--- src/rtl/seg_pkg.sv ---
// Shared types and constants for the seven-segment scan controller.
package seg_pkg;

  localparam logic [7:0] SEG_BLANK = 8'hFF;

  typedef logic [1:0] digit_idx_t;

  typedef enum logic [1:0] {
    IDLE  = 2'd0,
    BLANK = 2'd1,
    DRIVE = 2'd2
  } state_t;

endpackage

--- src/rtl/seg_slot_timer.sv ---
// Per-digit slot timer: counts cycles within a slot (blank + drive) and flags phase ends.
module seg_slot_timer
  import seg_pkg::*;
#(
  parameter int CLK_DIV   = 25000,
  parameter int BLANK_CYC = 64
) (
  input  logic                       clk,
  input  logic                       rst,
  input  logic                       i_clr,
  input  logic                       i_run,
  output logic                       o_blank_done,
  output logic                       o_slot_done,
  output logic [$clog2(CLK_DIV)-1:0] o_dcnt
);

  localparam int CW = $clog2(CLK_DIV);

  logic [CW-1:0] r_cnt;

  assign o_slot_done  = i_run && (r_cnt == CW'(CLK_DIV - 1));
  // With no blank phase there is no blank end to report.
  assign o_blank_done = i_run && (BLANK_CYC != 0) && (r_cnt == CW'(BLANK_CYC - 1));
  assign o_dcnt       = r_cnt - CW'(BLANK_CYC);

  always_ff @(posedge clk) begin
    if (rst || i_clr) begin
      r_cnt <= '0;
    end else if (i_run) begin
      r_cnt <= o_slot_done ? '0 : r_cnt + 1'b1;
    end
  end

endmodule

--- src/rtl/seg_scan_ctrl.sv ---
// Four-digit multiplexed seven-segment scan controller with per-frame input snapshot.
// Optional brightness control is enabled by defining SEG_DIM_EN.
//
// state | meaning
// IDLE  | display dark, waiting for enable
// BLANK | anti-ghosting gap at the start of a slot, all anodes off
// DRIVE | current digit driven (subject to dimming window)
module seg_scan_ctrl
  import seg_pkg::*;
#(
  parameter int CLK_DIV    = 25000,
  parameter int BLANK_CYC  = 64,
  parameter int AN_ACT_LOW = 1
) (
  input  logic       clk,
  input  logic       rst,
  input  logic       enable,
`ifdef SEG_DIM_EN
  input  logic [2:0] dim_level,
`endif
  input  logic [7:0] seg_in_1,
  input  logic [7:0] seg_in_2,
  input  logic [7:0] seg_in_3,
  input  logic [7:0] seg_in_4,
  output logic [7:0] seg_out,
  output logic [3:0] an_out,
  output logic       frame_tick
);

  localparam int         CW     = $clog2(CLK_DIV);
  localparam logic [3:0] AN_OFF = (AN_ACT_LOW != 0) ? 4'hF : 4'h0;

  state_t        r_state;
  digit_idx_t    r_idx;
  logic [7:0]    r_snap [4];
  logic [7:0]    r_seg;
  logic [3:0]    r_an;
  logic          r_tick;

  logic          w_blank_done;
  logic          w_slot_done;
  logic [CW-1:0] w_dcnt;
  logic          w_frame_start;
  logic          w_to_drive;
  digit_idx_t    w_nxt_idx;
  logic [CW-1:0] w_nxt_dcnt;
  logic [7:0]    w_nxt_byte;
  logic [3:0]    w_onehot;
  logic [3:0]    w_an_on;
  logic          w_lit;

  seg_slot_timer #(
    .CLK_DIV   (CLK_DIV),
    .BLANK_CYC (BLANK_CYC)
  ) u_timer (
    .clk          (clk),
    .rst          (rst),
    .i_clr        (!enable),
    .i_run        (enable && (r_state != IDLE)),
    .o_blank_done (w_blank_done),
    .o_slot_done  (w_slot_done),
    .o_dcnt       (w_dcnt)
  );

  always_comb begin
    w_frame_start = 1'b0;
    w_to_drive    = 1'b0;
    w_nxt_idx     = r_idx;
    w_nxt_dcnt    = '0;
    case (r_state)
      IDLE: begin
        w_frame_start = 1'b1;
        w_nxt_idx     = '0;
        w_to_drive    = (BLANK_CYC == 0);
      end
      BLANK: begin
        w_to_drive = w_blank_done;
      end
      DRIVE: begin
        if (w_slot_done) begin
          w_nxt_idx     = r_idx + 1'b1;
          w_frame_start = (r_idx == 2'd3);
          w_to_drive    = (BLANK_CYC == 0);
        end else begin
          w_to_drive = 1'b1;
          w_nxt_dcnt = w_dcnt + 1'b1;
        end
      end
      default: ;
    endcase
    // A frame start drives digit 0 straight from the input being captured this edge.
    w_nxt_byte = w_frame_start ? seg_in_1 : r_snap[w_nxt_idx];
    w_onehot   = 4'b0001 << w_nxt_idx;
    w_an_on    = (AN_ACT_LOW != 0) ? ~w_onehot : w_onehot;
  end

`ifdef SEG_DIM_EN
  localparam int PW = CW + 4;

  logic [2:0]    r_dim_q;
  logic [2:0]    w_nxt_dim;
  logic [PW-1:0] w_prod;

  assign w_nxt_dim = w_frame_start ? dim_level : r_dim_q;
  assign w_prod    = PW'(CLK_DIV - BLANK_CYC) * (PW'(w_nxt_dim) + 1'b1);
  assign w_lit     = PW'(w_nxt_dcnt) < (w_prod >> 3);
`else
  assign w_lit = 1'b1;
`endif

  always_ff @(posedge clk) begin
    if (rst) begin
      r_state   <= IDLE;
      r_idx     <= '0;
      r_seg     <= SEG_BLANK;
      r_an      <= AN_OFF;
      r_tick    <= 1'b0;
      r_snap[0] <= SEG_BLANK;
      r_snap[1] <= SEG_BLANK;
      r_snap[2] <= SEG_BLANK;
      r_snap[3] <= SEG_BLANK;
`ifdef SEG_DIM_EN
      r_dim_q   <= 3'd7;
`endif
    end else if (!enable) begin
      r_state <= IDLE;
      r_idx   <= '0;
      r_seg   <= SEG_BLANK;
      r_an    <= AN_OFF;
      r_tick  <= 1'b0;
    end else begin
      r_tick  <= w_frame_start;
      r_idx   <= w_nxt_idx;
      r_state <= w_to_drive ? DRIVE : BLANK;
      if (w_frame_start) begin
        r_snap[0] <= seg_in_1;
        r_snap[1] <= seg_in_2;
        r_snap[2] <= seg_in_3;
        r_snap[3] <= seg_in_4;
`ifdef SEG_DIM_EN
        r_dim_q   <= dim_level;
`endif
      end
      if (w_to_drive && w_lit) begin
        r_seg <= w_nxt_byte;
        r_an  <= w_an_on;
      end else begin
        r_seg <= SEG_BLANK;
        r_an  <= AN_OFF;
      end
    end
  end

  assign seg_out    = r_seg;
  assign an_out     = r_an;
  assign frame_tick = r_tick;

endmodule

--- config.mk ---
export PLATFORM = sky130hd
export DESIGN_NAME = seg_scan_ctrl
export DESIGN_NICKNAME = d
export VERILOG_FILES = /design/src/rtl/seg_pkg.sv /design/src/rtl/seg_slot_timer.sv /design/src/rtl/seg_scan_ctrl.sv
export SDC_FILE = /design/constraint.sdc
export NUM_CORES = 1
export LEC_CHECK = 0
export ABC_AREA = 1
export CORE_MARGIN = 2
export CORE_UTILIZATION = 35
export DETAILED_ROUTE_END_ITERATION = 16
export SYNTH_ARGS = -nofsm -noshare
export SYNTH_HDL_FRONTEND = slang
export SYNTH_SLANG_ARGS = --single-unit
--- constraint.sdc ---
create_clock -name clk -period 3 [get_ports clk]
set_input_delay 0.45 -clock clk [delete_from_list [all_inputs] [get_ports clk]]
set_output_delay 0.45 -clock clk [all_outputs]
set_load 0.01 [all_outputs]
==> impl_metrics.tcl, run 1 <==
set metrics [dict create \
    syn_area_per_cell_um2 8.336 \
    routed_wl_um 6295 \
    max_slew_margin_pct 74.08 \
    cp_data_arrival_time_ns 2.29 \
    hold_viol 0 \
    fin_setup_tns_ns 0 \
    fin_area_um2 3810 \
    setup_viol 0 \
    num-nets-final 457 \
    vias 2432 \
    die_h_um 97.11 \
    drt_iter0_markers 71 \
    synth_area_um2 3034 \
    worst_ir_drop_vdd_mv 0.1760 \
    place_congestion 0.9138 \
    layout_setup_ws_ns 0.7979 \
    initial_utilization_pct 36.56 \
    p_leak_nw 1.514 \
    cts_root_buf "clkbuf_8" \
    track_usage_pct 14.20 \
    drive_gt1_share_pct 9.005 \
    end_kind "flop" \
    ioPinCount 48 \
    via_per_inst 4.615 \
    critical_path.startpoint_type "primary input" \
    die_w_um 97.11 \
    io_buffers 47 \
    antenna_found_initial 0 \
    grt-ovfl-total 0 \
    cts_tree "built" \
    place_ws_ns 0.4465 \
    post_cts_resized 0 \
    grt_max_degree 34 \
    remaining_drc_errors 0 \
    postSynthCellCount 364 \
    hold_path.class "flop to flop" \
    status "complete, no violations" \
    grt_pass1_vias 2327 \
    power.density_nw_per_um2 478.3 \
    fin_crit_sh_pct 73.40 \
    postLayoutCoreUtil_pct 45.91 \
    dieArea_um2 9429 \
    dp_hpwl_um 4533 \
    fp-row-count 33 \
    clock_latency_ns 0.34 \
    async_flop_share_pct 0 \
    yosysWarnings 0 \
    postCtsHoldBufs 0 \
    synthFlopType "edfxtp_1" \
    core-area_um2 8299 \
    max-cap-violations 0 \
    syn_nets 404 \
    tightestPinTransition_ns 0.3859 \
    hp-start "u_timer.r_cnt[10]" \
    post-cts-setup-buffer-count 0 \
    cp-startpoint "enable" \
    crit_fanout 33 \
    grt_pass1_wl_um 10710 \
    synth-edff-count 32 \
    dpl_cell_area_um2 3607 \
    fin_crit_ns 2.202 \
    clockBufferDepth 2 \
    clkTransAtPathRegs_ns 0.07 \
    drv_slew 0 \
    synth_cell_types 30 \
    rsz0062_at_grt "no" \
    yosysSeqAreaShare_pct 52.78 \
    ys_ff_latch 64 \
    crit_type "primary input to flop" \
    dr.pass1.iters 4 \
    fmax_mhz 454.1 \
    wl_per_cell_um 11.94 \
    ant_nets 0 \
    finClkSkew_ns 0.007987 \
    n_antenna_cell 0 \
    numCtsBuffers 9 \
    cp.required_ns 3.09 \
    cts-htree-levels 3 \
    area_growth_pct 25.57 \
    cts_sinks 64 \
    reg2reg_from "r_state[0]" \
]
==> cells in the mapped netlist (3+ instances only) <==
library cell,count,share of area [%]
a21oi_1,9,1.5
nor3_1,7,1.2
inv_1,52,6.4
nor2_4,3,1.1
nand2_1,117,14
nor2_1,24,3.0
nand4_1,7,1.4
edfxtp_1,32,32
nand3_1,38,6.3
ha_1,5,2.1
dfxtp_1,32,21
nand2_2,7,1.4
o21ai_0,5,0.82
inv_2,3,0.37
buf_6,5,1.9
==> path summary, 6_finish.rpt <==
kind                        to  cells after the start  slack, ns
max               r_snap[0][1]                     11       0.80
min          u_timer.r_cnt[10]                      1       0.50
max reg2reg       r_snap[0][1]                     11       0.81
min reg2reg  u_timer.r_cnt[10]                      1       0.50
==> sequential cells by signal, summed over array words and instances (netlist names) <==
signal and cells:
r_idx 2, u_timer.r_cnt 15, r_snap 32, frame_tick 1, r_state 2, seg_out 8
an_out 4
==> layer usage <==
metal	global-route usage, %	up-vias	routed length [µm]
li1	-	1270	-
met1	18.55	1091	2902
met2	21.90	58	2942
met3	3.525	13	282
met4	7.151	0	167
met5	0	-	0
==> critical path, stage by stage <==
cell,delay [ns]
clkdlybuf4s50_1,0.53
inv_2,0.07
nor2_4,0.17
nand2_2,0.11
nor2_4,0.20
nand3_4,0.12
o21ai_2,0.15
nand2_2,0.10
nor2_4,0.11
buf_12,0.19
nand2_1,0.08
==> placed cells by master (no fill, tap or decap), types with 2 or more instances in the layout <==
cell             instances
inv_2                    3
buf_12                   2
nand2_2                  7
nor4_1                   2
clkdlybuf4s50_1         47
a21oi_1                  9
clkinvlp_4               3
nand2_4                  2
nor3_1                   7
nor2_1                  24
dfxtp_1                 32
inv_6                    2
edfxtp_1                32
nand3_1                 38
o21ai_0                  5
nor2_4                   3
ha_1                     5
nand4_1                  7
nand2_1                117
clkbuf_8                 9
inv_1                   52
==> power by group <==
group / internal (W) / total (W) / switching (W)
Sequential: 0.000942 / 0.000949 / 0.00000706
Combinational: 0.0000615 / 0.000117 / 0.0000558
Clock: 0.000390 / 0.000757 / 0.000366
Total: 0.00139 / 0.00182 / 0.000429
==> area by class of cell <==
cell class	instances	area (µm²)
clock buffers	9	123.9
clock inverters	7	78.83
fillers	828	4489
inverters	56	210.2
multi-input cells	236	1146
flip-flops and latches	64	1602
well taps	105	131.4
repair buffers	50	518.0
==> metrics by stage <==
| step | hold WS, ns | total power [W] | instances |
|---|---|---|---|
| 5_1_grt | 0.5240 | 0.001889 | 527 |
| 3_3_place_gp | 0.4836 | 0.001087 | 511 |
| 3_5_place_dp | 0.4871 | 0.001088 | 511 |
| 2_1_floorplan | 0.4556 | 0.001021 | 364 |
| 4_1_cts | 0.5050 | 0.001842 | 527 |
| 6_report | 0.5039 | 0.001822 | 527 |
==> logic make-up (layout without fill, tap and decap cells) <==
logic type / Yosys count / count (layout) / synth area share (%)
AOI/OAI and AO/OA: 18 / 18 / 3.464
xor gates and xnor gates: 1 / 1 / 0.2887
adders and majority gates: 5 / 5 / 2.062
buffers and inverters: 64 / 122 / 9.443
DFF: 64 / 64 / 52.78
and+or+nand+nor: 212 / 212 / 31.96
Note: power is estimated with default switching activity, not from simulation.
==> run 2, diff against run 1 <==
Clock period 3 ns to 2 ns, I/O delays scaled along.
==> impl_metrics.tcl, run 2 (synthesis results as in run 1) <==
set metrics [dict create \
    via_per_inst 4.543 \
    total_power_w 0.002914 \
    place_ws_ns -0.1396 \
    dp_hpwl_um 4822 \
    grt_pass1_vias 2476 \
    cts_tree "built" \
    hold_viol 0 \
    hold_path.class "flop to flop" \
    dieArea_um2 9429 \
    drive_gt1_share_pct 19.57 \
    wl_per_cell_um 12.21 \
    p_leak_nw 1.769 \
    fin_crit_sh_pct 94.19 \
    cp_data_arrival_time_ns 1.98 \
    finClkSkew_ns 0.006748 \
    clock_latency_ns 0.34 \
    grt_pass1_wl_um 11280 \
    die_h_um 97.11 \
    fp-row-count 33 \
    power.density_nw_per_um2 683.9 \
    largest_reg_flops 32 \
    drt_iter0_markers 86 \
    drv_slew 0 \
    status "complete, no violations" \
    clkTransAtPathRegs_ns 0.08 \
    final_cell_mix "nand2_1, inv_1, clkdlybuf4s50_1, nand3_1" \
    core-area_um2 8299 \
    max_slew_margin_pct 76.66 \
    io_buffers 47 \
    ant_nets 0 \
    max-cap-violations 0 \
    vias 2567 \
    grt-ovfl-total 0 \
    hold_slack_ns 0.5151 \
    fmax_mhz 530.9 \
    postCtsHoldBufs 0 \
    numCtsBuffers 9 \
    layout_setup_ws_ns 0.1163 \
    crit_type "flop to flop" \
    fillers 761 \
    fin_crit_ns 1.884 \
    routed_wl_um 6899 \
    end_kind "flop" \
    clockBufferDepth 2 \
    grt_max_degree 23 \
    cts-htree-levels 3 \
    worst_ir_drop_vdd_mv 0.3428 \
    initial_utilization_pct 36.56 \
    n_antenna_cell 0 \
    place_congestion 0.8978 \
    cts_root_buf "clkbuf_8" \
    ioPinCount 48 \
    cts_sinks 64 \
    tightestPinTransition_ns 0.3475 \
    area_growth_pct 40.41 \
    track_usage_pct 14.94 \
    antenna_found_initial 0 \
    dr.pass1.iters 4 \
    num-nets-final 495 \
    cp.required_ns 2.10 \
    remaining_drc_errors 0 \
    setup_viol 0 \
    die_w_um 97.11 \
    critical_path.startpoint_type "flop" \
    final_common_cell "nand2_1" \
    crit_fanout 6 \
    regMostFlops "r_snap" \
]
==> run 2: cell types whose count changed in the layout (fill, tap and decap cells not counted), moves of 3 or more <==
| cell | before | now |
|---|---|---|
| nand2_1 | 117 | 114 |
| buf_4 | 1 | 32 |
| dfxtp_2 | 0 | 4 |
| buf_12 | 2 | 5 |
| dfxtp_1 | 32 | 27 |
==> run 2: final cells by class <==
| class | instances | area [µm²] | share of cell area [%] |
|---|---|---|---|
| clock buffers | 9 | 123.9 | 2.907 |
| clock inverters | 7 | 102.6 | 2.408 |
| inverters | 56 | 210.2 | 4.934 |
| multi-input cells | 236 | 1199 | 28.14 |
| flip-flops and latches | 64 | 1610 | 37.80 |
| well taps | 105 | 131.4 | 3.084 |
| repair buffers | 88 | 883.3 | 20.73 |
==> run 2: metrics by stage <==
stage	utilization [%]	std cells	instance area, µm²	setup TNS (ns)
floorplan	-	364	3042	0
global placement	46.21	537	3835	-4.291
detailed placement	46.21	537	3835	-6.545
CTS	48.94	553	4061	0
global route	51.33	565	4260	-0.002815
finish	51.33	565	4260	0
==> run 2: routing by layer <==
metal	up-vias	share of wire [%]	track usage [%]
met4	0	1.2	6.067
li1	1342	-	-
met1	1151	46	19.74
met2	68	48	23.82
met3	6	4.9	3.237
met5	-	0	0
==> run 2: worst max-delay path: stages (launching register included) <==
cell     delay [ns]
dfxtp_2        0.34
inv_2          0.05
ha_4           0.17
nor2_4         0.09
nand2_2        0.08
nor2_4         0.12
nand3_4        0.09
o21ai_2        0.15
nand2_2        0.09
nor2_4         0.13
buf_12         0.14
buf_4          0.14
nand2_1        0.05
==> run 2: where the power goes <==
part | internal (W) | switching (W) | leakage (nW)
Clock | 0.000714 | 0.000545 | 0.110
Sequential | 0.00141 | 0.00000905 | 0.528
Combinational | 0.000135 | 0.0000992 | 1.13
Total | 0.00226 | 0.000653 | 1.77
==> run 2: timing repair <==
action	4_1_cts	5_1_grt
gates resized for setup	0	20
setup endpoints to repair	0	45
buffers inserted	0	8
==> run 2: worst paths after layout <==
path / start / endpoint / slack (ns) / depth (start not counted)
worst max register to register: r_state[1] / r_snap[3][6] / 0.12 / 12
worst max-delay path: r_state[1] / r_snap[3][6] / 0.12 / 12
worst min register to register: u_timer.r_cnt[10] / u_timer.r_cnt[10] / 0.52 / 1
worst min-delay path: u_timer.r_cnt[10] / u_timer.r_cnt[10] / 0.52 / 1
==> run 3, diff against run 2 <==
Settings changed: CORE_MARGIN 2 to 4.
==> impl_metrics.tcl, run 3 (synthesis results as in run 1) <==
set metrics [dict create \
    drv_slew 0 \
    vias 2554 \
    hp-start "u_timer.r_cnt[10]" \
    fmax_mhz 518.4 \
    dieArea_um2 10220 \
    final_cells 560 \
    ioPinCount 48 \
    p_leak_nw 1.693 \
    final_cell_mix "nand2_1, inv_1, clkdlybuf4s50_1, nand3_1, edfxtp_1" \
    regArea_um2 1607 \
    cp_cell_sequence "ha_4 -> nand2_2 -> inv_2 -> nand2_2 -> nor2_4 -> nand3_4 -> o21ai_2 -> nand2_2 -> nor2_4 -> clkbuf_16 -> nand2_1" \
    dp_cells 537 \
    cts_tree "built" \
    drive_gt1_share_pct 18.46 \
    clock_latency_ns 0.35 \
    cp-startpoint "u_timer.r_cnt[0]" \
    worst_ir_drop_vdd_mv 0.3359 \
    remaining_drc_errors 0 \
    via_per_inst 4.561 \
    cp_data_arrival_time_ns 2.03 \
    power.density_nw_per_um2 626.3 \
    cts_root_buf "clkbuf_8" \
    rsz0062_at_grt "yes" \
    initial_utilization_pct 36.38 \
    critPathMaxStageDelay_ns 0.36 \
    fin_crit_ns 1.929 \
    reg2reg_from "u_timer.r_cnt[0]" \
    die_w_um 101.1 \
    place_congestion 0.9672 \
    grtUsageMet1_pct 18.08 \
    postLayoutCoreUtil_pct 49.79 \
    io_buffers 47 \
    setup_viol 0 \
    largest_reg_flops 32 \
    end_kind "flop" \
    tightestPinTransition_ns 0.3675 \
    grt_max_degree 19 \
    status "complete, no violations" \
    fin_crit_sh_pct 96.45 \
    grt_pass1_vias 2609 \
    regMostFlops "r_snap" \
    cp_common_cell "nand2_2" \
    antenna_found_initial 0 \
    grt.busiest_layer "met2" \
    grt_use_met2_pct 23.24 \
    numCtsBuffers 9 \
    crit_fanout 8 \
    area_growth_pct 36.87 \
    multi_input_area_um2 1204 \
    die_h_um 101.1 \
    grt-ovfl-total 0 \
    fin_area_um2 4153 \
    drt_iter0_markers 133 \
    max_slew_margin_pct 75.31 \
    ant_nets 0 \
    routed_wl_um 7015 \
    core-area_um2 8341 \
    n_antenna_cell 0 \
    max-cap-violations 0 \
    cts_sinks 64 \
    dp_hpwl_um 4911 \
    hold_viol 0 \
    use_met3_pct 5.329 \
    dr.pass1.iters 4 \
    cp.required_ns 2.10 \
    fillers 779 \
    num-nets-final 490 \
    fp-row-count 33 \
    grt_pass1_wl_um 11600 \
    finClkSkew_ns 0.009874 \
    slowest_stage "dfxtp_2" \
    clkTransAtPathRegs_ns 0.08 \
    dpl_cell_area_um2 3835 \
    postCtsHoldBufs 0 \
    critical_path.startpoint_type "flop" \
    clockBufferDepth 2 \
    wl_per_cell_um 12.53 \
    hold_path.class "flop to flop" \
    track_usage_pct 14.52 \
    crit_type "flop to flop" \
    total_power_w 0.002601 \
    final_common_cell "nand2_1" \
    cts-htree-levels 3 \
]
-- run 3: cell count changes in the layout (fill, tap and decap cells not counted), sizes merged --
cell,delta
clkbuf,-1
inv,-2
bufinv,-2
buf,-4
clkinv,+2
clkinvlp,+2
-- run 3: cell type report --
type                            instances  share of cell area [%]
Tap cell                              105                   3.164
Clock buffer                            9                   2.983
Multi-Input combinational cell        236                   28.98
Timing Repair Buffer                   83                   19.95
Sequential cell                        64                   38.69
Inverter                               56                   5.062
Clock inverter                          7                   1.175
-- run 3: stage by stage --
| stage | hold slack (ns) | worst slack, ns | setup TNS [ns] |
|---|---|---|---|
| 4_1_cts | 0.5156 | 0.004234 | 0 |
| 6_report | 0.5100 | 0.07094 | 0 |
| 5_1_grt | 0.5636 | -0.02593 | -0.2645 |
| 3_3_place_gp | 0.4809 | -0.1491 | -7.763 |
| 3_5_place_dp | 0.5022 | -0.1897 | -9.201 |
| 2_1_floorplan | 0.4556 | 0.03442 | 0 |
-- run 3: where the power goes --
group | internal [W] | total (W) | switching, W
Sequential | 0.00141 | 0.00142 | 0.00000898
Combinational | 0.000120 | 0.000216 | 0.0000967
Clock | 0.000445 | 0.000962 | 0.000517
Total | 0.00198 | 0.00260 | 0.000623
-- run 3: routing by layer --
metal | part of all wire [%] | up-vias | wire, µm
met5 | 0 | - | 0
met2 | 46 | 68 | 3241
met1 | 46 | 1133 | 3239
met4 | 2.2 | 0 | 157
li1 | - | 1337 | -
met3 | 5.4 | 16 | 377
-- run 3: timing repair --
item	CTS	global route
pin swaps	2	9
cloned	1	1
resized for setup	4	14
endpoints found under the setup margin	29	47
setup buffers	1	4
endpoints found under the hold margin	0	0
-- run 3: critical path: cells and delay by family, from the launching register on --
family          cells  cell delay [ns]
compound gates      1             0.15
buf+inv             2             0.28
fa+ha+maj           1             0.14
flops               1             0.36
simple gates        7             0.74
-- run 3: final timing paths --
| path | cells past startpoint | slack (ns) | to |
|---|---|---|---|
| setup / recovery | 11 | 0.07 | r_snap[2][6] |
| hold / removal | 1 | 0.51 | u_timer.r_cnt[10] |
| setup reg to reg | 11 | 0.07 | r_snap[2][6] |
| hold reg to reg | 1 | 0.51 | u_timer.r_cnt[10] |
